### src/rtl/mem_access_stage_pkg.sv
// Shared widths, EX/MEM aluop codes, byte counts and MEM-stage state encodings.
package mem_access_stage_pkg;

  localparam int unsigned REG_ADDR_W = 5;
  localparam int unsigned REG_W      = 32;
  localparam int unsigned MEM_ADDR_W = 32;
  localparam int unsigned ALUOP_W    = 8;
  localparam int unsigned LO_W       = 24;

  localparam logic [ALUOP_W-1:0] EX_NOP = 8'h00;
  localparam logic [ALUOP_W-1:0] EX_LB  = 8'h20;
  localparam logic [ALUOP_W-1:0] EX_LH  = 8'h21;
  localparam logic [ALUOP_W-1:0] EX_LW  = 8'h22;
  localparam logic [ALUOP_W-1:0] EX_LBU = 8'h23;
  localparam logic [ALUOP_W-1:0] EX_LHU = 8'h24;
  localparam logic [ALUOP_W-1:0] EX_SB  = 8'h25;
  localparam logic [ALUOP_W-1:0] EX_SH  = 8'h26;
  localparam logic [ALUOP_W-1:0] EX_SW  = 8'h27;

  localparam logic [2:0] BYTES_NONE = 3'd0;
  localparam logic [2:0] BYTES_B    = 3'd1;
  localparam logic [2:0] BYTES_H    = 3'd2;
  localparam logic [2:0] BYTES_W    = 3'd4;

  typedef enum logic [0:0] {
    MEM_IDLE = 1'b0,
    MEM_BUSY = 1'b1
  } mem_state_e;

  // Access size in bytes; zero marks a non-memory op.
  function automatic logic [2:0] op_bytes(input logic [ALUOP_W-1:0] op);
    case (op)
      EX_LB, EX_LBU, EX_SB: op_bytes = BYTES_B;
      EX_LH, EX_LHU, EX_SH: op_bytes = BYTES_H;
      EX_LW, EX_SW:         op_bytes = BYTES_W;
      default:              op_bytes = BYTES_NONE;
    endcase
  endfunction

  function automatic logic op_is_load(input logic [ALUOP_W-1:0] op);
    case (op)
      EX_LB, EX_LH, EX_LW, EX_LBU, EX_LHU: op_is_load = 1'b1;
      default:                             op_is_load = 1'b0;
    endcase
  endfunction

endpackage

### src/rtl/mem_load_ext.sv
// Assembles the buffered low bytes with the final RAM byte and sign/zero-extends per load type.
module mem_load_ext
  import mem_access_stage_pkg::*;
(
  input  logic [ALUOP_W-1:0] i_aluop,
  input  logic [LO_W-1:0]    i_lo_bytes,
  input  logic [7:0]         i_top,
  output logic [REG_W-1:0]   o_data
);

  always_comb begin
    o_data = '0;
    case (i_aluop)
      EX_LB:   o_data = {{24{i_top[7]}}, i_top};
      EX_LBU:  o_data = {24'b0, i_top};
      EX_LH:   o_data = {{16{i_top[7]}}, i_top, i_lo_bytes[7:0]};
      EX_LHU:  o_data = {16'b0, i_top, i_lo_bytes[7:0]};
      EX_LW:   o_data = {i_top, i_lo_bytes};
      default: o_data = '0;
    endcase
  end

endmodule

### src/rtl/mem_access_stage.sv
// MEM pipeline stage: byte-serial loads/stores over a shared RAM port with stall generation.
// Optional alignment trap enabled by defining MEM_ALIGN_CHECK_EN.
module mem_access_stage
  import mem_access_stage_pkg::*;
#(
  parameter int unsigned ADDR_W = 17
) (
  input  logic                  clk,
  input  logic                  rst,
  input  logic [REG_ADDR_W-1:0] wd_i,
  input  logic                  wreg_i,
  input  logic [REG_W-1:0]      wdata_i,
  input  logic [MEM_ADDR_W-1:0] mem_addr_i,
  input  logic                  is_ld_i,
  input  logic [ALUOP_W-1:0]    aluop_i,
  input  logic                  mem_gnt_i,
  input  logic [7:0]            mem_din_i,
  output logic                  mem_req_o,
  output logic [ADDR_W-1:0]     mem_a_o,
  output logic [7:0]            mem_dout_o,
  output logic                  mem_wr_o,
  output logic                  stall_req_o,
`ifdef MEM_ALIGN_CHECK_EN
  output logic                  misalign_o,
`endif
  output logic [REG_ADDR_W-1:0] wd_o,
  output logic                  wreg_o,
  output logic [REG_W-1:0]      wdata_o
);

  mem_state_e       r_state, w_state_nxt;
  logic [2:0]       r_cnt, w_cnt_nxt;
  logic [LO_W-1:0]  r_lo, w_lo_nxt;

  logic [2:0]       w_n;
  logic             w_is_mem;
  logic             w_is_load;
  logic             w_misalign;
  logic             w_mem_ok;
  logic             w_go;
  logic [2:0]       w_k;
  logic [2:0]       w_last;
  logic             w_done;
  logic             w_issue;
  logic [7:0]       w_st_byte;
  logic [REG_W-1:0] w_ld_data;
  logic             w_unused_addr;

  assign w_n       = op_bytes(aluop_i);
  assign w_is_mem  = (w_n != BYTES_NONE);
  assign w_is_load = op_is_load(aluop_i);

`ifdef MEM_ALIGN_CHECK_EN
  assign w_misalign = w_is_mem &
                      (((w_n == BYTES_H) & mem_addr_i[0]) |
                       ((w_n == BYTES_W) & (mem_addr_i[1:0] != 2'b00)));
`else
  assign w_misalign = 1'b0;
`endif

  // Byte index k: 0 on the first granted cycle, then the running count.
  assign w_mem_ok = w_is_mem & ~w_misalign;
  assign w_go     = w_mem_ok & ((r_state == MEM_BUSY) | mem_gnt_i);
  assign w_k      = (r_state == MEM_BUSY) ? r_cnt : 3'd0;
  assign w_last   = w_is_load ? w_n : (w_n - 3'd1);
  assign w_done   = w_go & (w_k == w_last);
  assign w_issue  = w_go & (w_k < w_n);

  assign w_unused_addr = ^mem_addr_i[MEM_ADDR_W-1:ADDR_W];

  always_comb begin
    case (w_k[1:0])
      2'd0:    w_st_byte = wdata_i[7:0];
      2'd1:    w_st_byte = wdata_i[15:8];
      2'd2:    w_st_byte = wdata_i[23:16];
      default: w_st_byte = wdata_i[31:24];
    endcase
  end

  mem_load_ext u_load_ext (
    .i_aluop    (aluop_i),
    .i_lo_bytes (r_lo),
    .i_top      (mem_din_i),
    .o_data     (w_ld_data)
  );

  // State register, byte counter and load buffer.
  always_ff @(posedge clk) begin
    if (rst) begin
      r_state <= MEM_IDLE;
      r_cnt   <= 3'd0;
      r_lo    <= '0;
    end else begin
      r_state <= w_state_nxt;
      r_cnt   <= w_cnt_nxt;
      r_lo    <= w_lo_nxt;
    end
  end

  // Next state; load bytes 0..N-2 are captured as they return in cycles 1..N-1.
  always_comb begin
    w_state_nxt = r_state;
    w_cnt_nxt   = r_cnt;
    w_lo_nxt    = r_lo;
    case (r_state)
      MEM_IDLE: begin
        if (w_go && !w_done) begin
          w_state_nxt = MEM_BUSY;
          w_cnt_nxt   = 3'd1;
        end
      end
      MEM_BUSY: begin
        if (w_done || !w_mem_ok) begin
          w_state_nxt = MEM_IDLE;
          w_cnt_nxt   = 3'd0;
        end else begin
          w_cnt_nxt = r_cnt + 3'd1;
          if (w_is_load) begin
            case (r_cnt)
              3'd1:    w_lo_nxt[7:0]   = mem_din_i;
              3'd2:    w_lo_nxt[15:8]  = mem_din_i;
              3'd3:    w_lo_nxt[23:16] = mem_din_i;
              default: w_lo_nxt        = r_lo;
            endcase
          end
        end
      end
      default: begin
        w_state_nxt = MEM_IDLE;
        w_cnt_nxt   = 3'd0;
      end
    endcase
  end

  // Outputs; write-back fields stay zero until the done cycle of a memory op.
  always_comb begin
    mem_req_o   = 1'b0;
    mem_a_o     = '0;
    mem_dout_o  = 8'h00;
    mem_wr_o    = 1'b0;
    stall_req_o = 1'b0;
    wd_o        = '0;
    wreg_o      = 1'b0;
    wdata_o     = '0;
`ifdef MEM_ALIGN_CHECK_EN
    misalign_o  = 1'b0;
`endif
    if (!rst) begin
      wd_o = wd_i;
      if (!w_is_mem) begin
        wreg_o  = wreg_i & ~(is_ld_i & (aluop_i != EX_NOP));
        wdata_o = wdata_i;
      end else if (w_misalign) begin
`ifdef MEM_ALIGN_CHECK_EN
        misalign_o = 1'b1;
`endif
      end else begin
        mem_req_o   = 1'b1;
        stall_req_o = ~w_done;
        if (w_issue) begin
          mem_a_o = mem_addr_i[ADDR_W-1:0] + ADDR_W'(w_k);
          if (!w_is_load) begin
            mem_wr_o   = 1'b1;
            mem_dout_o = w_st_byte;
          end
        end
        if (w_done && w_is_load) begin
          wreg_o  = wreg_i;
          wdata_o = w_ld_data;
        end
      end
    end
  end

endmodule

### config.mk
export PLATFORM = sky130hd
export DESIGN_NAME = mem_access_stage
export DESIGN_NICKNAME = d
export VERILOG_FILES = /design/src/rtl/mem_access_stage_pkg.sv /design/src/rtl/mem_load_ext.sv /design/src/rtl/mem_access_stage.sv
export SDC_FILE = /design/constraint.sdc
export NUM_CORES = 1
export LEC_CHECK = 0
export ABC_AREA = 1
export CAP_MARGIN = 15
export CORE_MARGIN = 4
export CORE_UTILIZATION = 40
export CTS_CLUSTER_SIZE = 20
export DETAILED_ROUTE_END_ITERATION = 7
export PLACE_DENSITY_LB_ADDON = 0.3
export REMOVE_ABC_BUFFERS = 1
export SYNTH_ARGS = -nofsm -noshare
export SYNTH_HDL_FRONTEND = slang
export SYNTH_HIERARCHICAL = 1
export SYNTH_SLANG_ARGS = --single-unit
export TNS_END_PERCENT = 10
### constraint.sdc
create_clock -name clk -period 5.4 [get_ports clk]
set_clock_uncertainty 0.15 [all_clocks]
set_input_delay 0.54 -clock clk [delete_from_list [all_inputs] [get_ports clk]]
set_output_delay 0.54 -clock clk [all_outputs]
set_load 0.05 [all_outputs]
==> impl_metrics.json, run 1 <==
{
  "die_h_um": 104.3,
  "drt_iter0_drc": 166,
  "wl_met3_um": 1034,
  "syn_area_um2": 3707,
  "cts_buffers": 3,
  "tns_ps": 0,
  "viasPerCell": 5.133,
  "place_hpwl_um": 9234,
  "synth_seq_cells": 28,
  "end_kind": "primary output",
  "die_area_um2": 10870,
  "finalCritPeriodShare_pct": 88.37,
  "cts_tree": "built",
  "multi_input_area_um2": 2694,
  "num_antenna_cells": 0,
  "grt_pass1_vias": 4325,
  "drive_gt1_share_pct": 8.411,
  "seqCellArea_um2": 560.5,
  "cts_hold_buf": 0,
  "power_density_nw_per_um2": 114.6,
  "final_common_cell": "nand2_1",
  "synthCells": 624,
  "routed_wl_um": 12270,
  "holdPathStages": 2,
  "cts.sinks": 28,
  "insertion_delay_ps": 280,
  "seq_area_frac_synth_pct": 15.12,
  "placed_area_um2": 5106,
  "cts_resized": 0,
  "place_congestion": 0.8696,
  "avgSynthCellArea_um2": 5.941,
  "fin_nets": 852,
  "core_um2": 8848,
  "start_kind": "input port",
  "instances_no_fill": 857,
  "yosys.cell_types.count": 37,
  "grt_max_degree": 32,
  "start_util_pct": 41.90,
  "slew_violations": 0,
  "slew_headroom_pct": 43.33,
  "clk_pin_slew_ps": 100,
  "io_pins": 156,
  "post-route-min-period_ps": 4772,
  "num_vias": 4399,
  "tightest_slew_ps": 846.9,
  "clk_path_buf_depth": 2,
  "root_buffer": "clkbuf_8",
  "grt_usage_pct": 22.33,
  "htree_levels": 1,
  "grt_pass1_wl_um": 20510,
  "antenna_found_initial": 0,
  "port_buffers": 140,
  "crit_fanout": 31,
  "gr-total-overflow": 0,
  "arrival_ps": 4080,
  "firstDrtPassIters": 4,
  "yosys_warnings": 6,
  "wl_met1_um": 5121,
  "layout_common_cells": "148 x nand2_1, 140 x clkdlybuf4s50_1, 137 x nor2_1",
  "nFillCells": 866,
  "die_x_um": 104.3,
  "wl_per_cell_um": 14.32,
  "holdCritPathClass": "reg -> reg",
  "antenna_left": 0,
  "met2RoutedLength_um": 5849,
  "worst_ep_required_time_ps": 4710,
  "drv_cap": 0,
  "num_rows": 34,
  "syn_to_final_growth_pct": 39.22,
  "routed.top_layer": "met4",
  "leakage_nw": 2.633,
  "crit_type": "in -> out",
  "final_hold_viol_count": 0,
  "finalSetupViolCount": 0,
  "worst_ir_drop_vdd_uv": 85.39,
  "dp_cells": 853,
  "status": "finished, final reports clean",
  "reg2reg_depth": 9,
  "final_area_um2": 5161,
  "rsz0062_at_grt": "false",
  "drc": 0,
  "post_cts_buffers": 0,
  "clock.fmax_ghz": 0.2096
}
cell usage after synthesis:
cell      count  area [µm²]
a21boi_0      1       7.510
a21boi_2      1       11.26
a21oi_1       6       30.03
a31oi_1       1       6.260
buf_2         8       40.04
buf_4         4       30.03
buf_6         9       101.4
clkbuf_1      3       11.26
clkinv_1      2       7.510
dfxtp_1      28       560.5
fa_1          1       20.02
ha_1         11       137.6
inv_1        65       244.0
inv_2         7       26.28
mux2i_1      30       300.3
nand2_1     148       555.5
nand2_2      19       118.9
nand2_4       2       22.52
nand3_1      74       370.4
nand3_2       6       60.06
nand3_4       6       105.1
nand3b_1      2       15.01
nand4_1       3       18.77
nor2_1      137       514.2
nor2_2        1       6.260
nor2_4        6       67.56
nor2_8        3       60.06
nor3_2        1       10.01
nor3b_1       4       30.03
nor3b_2       1       12.51
nor4_1        1       6.260
o21a_1        2       15.01
o21ai_0      23       115.1
o21ai_2       1       8.760
o41ai_1       1       8.760
xnor2_1       2       17.52
xor2_1        4       35.03
where the power goes:
group	switching (mW)	internal [mW]	total, mW
Sequential	0.000122	0.207	0.207
Clock	0.0684	0.0654	0.134
Combinational	0.148	0.103	0.251
cell families (layout without fill, tap and decap cells):
family	Yosys count	after routing	share of synthesized area (%)
and+or+nand+nor	414	414	53.22
buffers and inverters	98	223	12.42
AOI/OAI and AO/OA	36	36	5.468
muxes	30	30	8.100
DFF	28	28	15.12
adders and majority gates	12	12	4.252
xor gates and xnor gates	6	6	1.417
per-stage QoR:
stage / setup WS [ps] / hold slack (ps) / util (%) / total power [mW]
global route: 300.5 / 399.4 / 58.33 / 0.6187
global placement: 759.4 / 339.5 / 57.71 / 0.4582
detailed placement: 636.8 / 351.7 / 57.71 / 0.4618
finish: 628.3 / 366.1 / 58.33 / 0.5914
floorplan: 659.3 / 314.1 / - / 0.3416
CTS: 608.8 / 367.0 / 58.33 / 0.5945
path summary, 6_finish.rpt:
path | startpoint | end | slack, ps
max | aluop_i[0] | wdata_o[18] | 630
min | r_cnt[2] | r_cnt[2] | 370
max reg2reg | r_cnt[1] | r_lo[15] | 3180
min reg2reg | r_cnt[2] | r_cnt[2] | 370
critical path, stage by stage:
cell and delay [ps]:
clkdlybuf4s50_1 660, inv_2 80, nor2_1 140, nand2_1 70, nand2_1 130, nand2_1 110
ha_1 310, inv_1 60, nand2_1 60, nand3_1 80, nand2_1 80, nor2_1 110
nand4_1 90, nand2_1 110, nand2_2 350, nor2_1 240, clkdlybuf4s50_1 840
registers in the layout, summed over array words and instances (netlist names):
name     cells
r_cnt        3
r_lo        24
r_state      1
layer usage:
layer	track usage, %	vias up
met5	0	-
met1	27.96	1978
met4	6.933	0
met2	38.61	178
li1	-	2221
met3	4.097	22
area by class of cell:
| cell class | instances | area share, % |
|---|---|---|
| multi-input cells | 498 | 52.19 |
| repair buffers | 145 | 27.88 |
| flip-flops and latches | 28 | 10.86 |
| inverters | 74 | 5.382 |
| well taps | 108 | 2.618 |
| clock buffers | 4 | 1.067 |
Note: power is estimated with default switching activity, not from simulation.
==> run 2: changes to the inputs <==
CAP_MARGIN = unset   (was 15)
GPL_ROUTABILITY_DRIVEN = 0   (was unset)
==> results of run 2 <==
Final layout, timing and power as in run 1 (identical DEF).
==> run 3: changes to the inputs <==
GPL_TIMING_DRIVEN = 0   (was unset)
==> run 3 against run 2 <==
Via count shrank 1.8%. Register-to-register slack worse by 150 ps. Worst hold slack got worse by 7.0 ps. Sequential share of layout area hardly changed. Critical path depth decreased by 2. Fmax down 0.62%. Global-route usage down 0.44 points. Clock-buffer cell count unchanged. Final area about the same. Power down 0.34%. Largest power group unchanged.
==> impl_metrics.json, run 3 (synthesis results as in run 1) <==
{
  "antenna_found_initial": 0,
  "dp_slack_ps": 200.4,
  "swShare_pct": 36.40,
  "insertion_delay_ps": 270,
  "instances_no_fill": 855,
  "final_area_um2": 5166,
  "holdCritPathClass": "reg -> reg",
  "fin_nets": 850,
  "cts.sinks": 28,
  "cts_buffers": 3,
  "clock.fmax_ghz": 0.2083,
  "drt_iter0_drc": 195,
  "status": "finished, final reports clean",
  "io_pins": 156,
  "slowest_delay_ps": 820,
  "power_density_nw_per_um2": 114.1,
  "crit_type": "reg -> out",
  "num_vias": 4318,
  "drive_gt1_share_pct": 8.166,
  "viasPerCell": 5.050,
  "gr-total-overflow": 0,
  "grt_usage_pct": 21.89,
  "post-route-min-period_ps": 4802,
  "tightest_slew_ps": 903.7,
  "slew_headroom_pct": 39.53,
  "internal-power_mw": 0.3749,
  "cp_common_cell": "nand2_1",
  "start_util_pct": 41.90,
  "firstDrtPassIters": 8,
  "cts_tree": "built",
  "num_rows": 34,
  "rsz0062_at_grt": "false",
  "largest_reg_flops": 24,
  "worst_ir_drop_vdd_uv": 92.93,
  "grt_pass1_vias": 4218,
  "routed_wl_um": 12230,
  "placed_area_um2": 5096,
  "place_hpwl_um": 9226,
  "grt_pass1_wl_um": 20220,
  "slew_violations": 0,
  "fin_ws_ps": 598.4,
  "comb_power_share_pct": 42.6,
  "die_h_um": 104.3,
  "final_common_cell": "nand2_1",
  "finalCritPeriodShare_pct": 88.92,
  "syn_to_final_growth_pct": 39.35,
  "antenna_left": 0,
  "arrival_ps": 4110,
  "drc": 0,
  "seqPwrFrac_pct": 35.2,
  "grt_max_degree": 32,
  "final_hold_viol_count": 0,
  "clk_path_buf_depth": 2,
  "num_antenna_cells": 0,
  "crit_fanout": 13,
  "clk_pin_slew_ps": 90,
  "root_buffer": "clkbuf_8",
  "port_buffers": 140,
  "end_kind": "primary output",
  "worst_ep_required_time_ps": 4710,
  "pwr-share-clk_pct": 22.2,
  "crit_path_cell_trace": "nand2_1 > inv_1 > ha_1 > fa_1 > nand2_1 > a21boi_0 > nand2_1 > nor2_1 > nand3_1 > nor2_1 > nand2_1 > nor2_1 > o21ai_0 > a21oi_1 > clkdlybuf4s50_1",
  "leakage_nw": 2.630,
  "seqCellArea_um2": 560.5,
  "die_x_um": 104.3,
  "finalSetupViolCount": 0,
  "wl_per_cell_um": 14.31,
  "multi_input_area_um2": 2694,
  "cp_slowest_cell": "clkdlybuf4s50_1",
  "start_kind": "flop",
  "top_regs": "r_lo: 24 flops, r_cnt: 3 flops, r_state: 1 flops",
  "core_um2": 8848,
  "htree_levels": 1,
  "layout_common_cells": "148 x nand2_1, 140 x clkdlybuf4s50_1, 137 x nor2_1",
  "fin_hold_ws_ps": 359.1,
  "top_register": "r_lo",
  "nFillCells": 850,
  "cts_hold_buf": 0,
  "die_area_um2": 10870,
  "drv_cap": 0,
  "p_switching_mw": 0.2146,
  "dp_cells": 849
}
run 3: final cells by class:
cell class	count	share of cell area, %
inverters	74	5.377
well taps	108	2.616
flip-flops and latches	28	10.85
repair buffers	143	27.95
multi-input cells	498	52.14
clock buffers	4	1.066
run 3: worst paths after layout:
check	start	to	slack, ps	cells after the start
worst min register to register	r_cnt[2]	r_cnt[2]	360	2
worst max register to register	r_cnt[0]	r_lo[9]	3030	11
worst min-delay path	r_cnt[2]	r_cnt[2]	360	2
worst max-delay path	r_cnt[0]	mem_a_o[16]	600	15
run 3: worst max-delay path, delay by kind of cell, from the launching register on:
family	cells	cell delay, ps
simple gates	8	1200
buf+inv	2	1020
flops	1	740
compound gates	3	440
fa+ha+maj	2	420
run 3: metrics by stage:
step | utilization (%) | power (mW) | TNS (ps)
2_1_floorplan | - | 0.3416 | 0
3_3_place_gp | 57.20 | 0.4576 | -40130
3_5_place_dp | 57.59 | 0.4620 | 0
4_1_cts | 58.22 | 0.5907 | 0
5_1_grt | 58.39 | 0.6158 | 0
6_report | 58.39 | 0.5894 | 0
run 3: routing by layer:
| metal | routed length (µm) | global-route usage (%) | share of wire [%] | up-vias |
|---|---|---|---|---|
| li1 | - | - | - | 2213 |
| met1 | 5329 | 28.37 | 44 | 1914 |
| met2 | 5824 | 37.78 | 48 | 170 |
| met3 | 892 | 3.352 | 7.3 | 21 |
| met4 | 186 | 5.603 | 1.5 | 0 |
| met5 | 0 | 0 | 0 | - |
run 3: timing repair:
action,in CTS,in global routing
hold endpoints to repair,0,0
resized for setup,0,0
buffers inserted,0,2
endpoints found under the setup margin,0,31
run 3: power groups by stage:
stage	Combinational (mW)	Sequential [mW]	Clock (mW)
2_1_floorplan	0.130	0.212	0
3_3_place_gp	0.245	0.212	0
3_5_place_dp	0.250	0.212	0
4_1_cts	0.251	0.207	0.132
5_1_grt	0.268	0.207	0.140
6_report	0.251	0.207	0.131
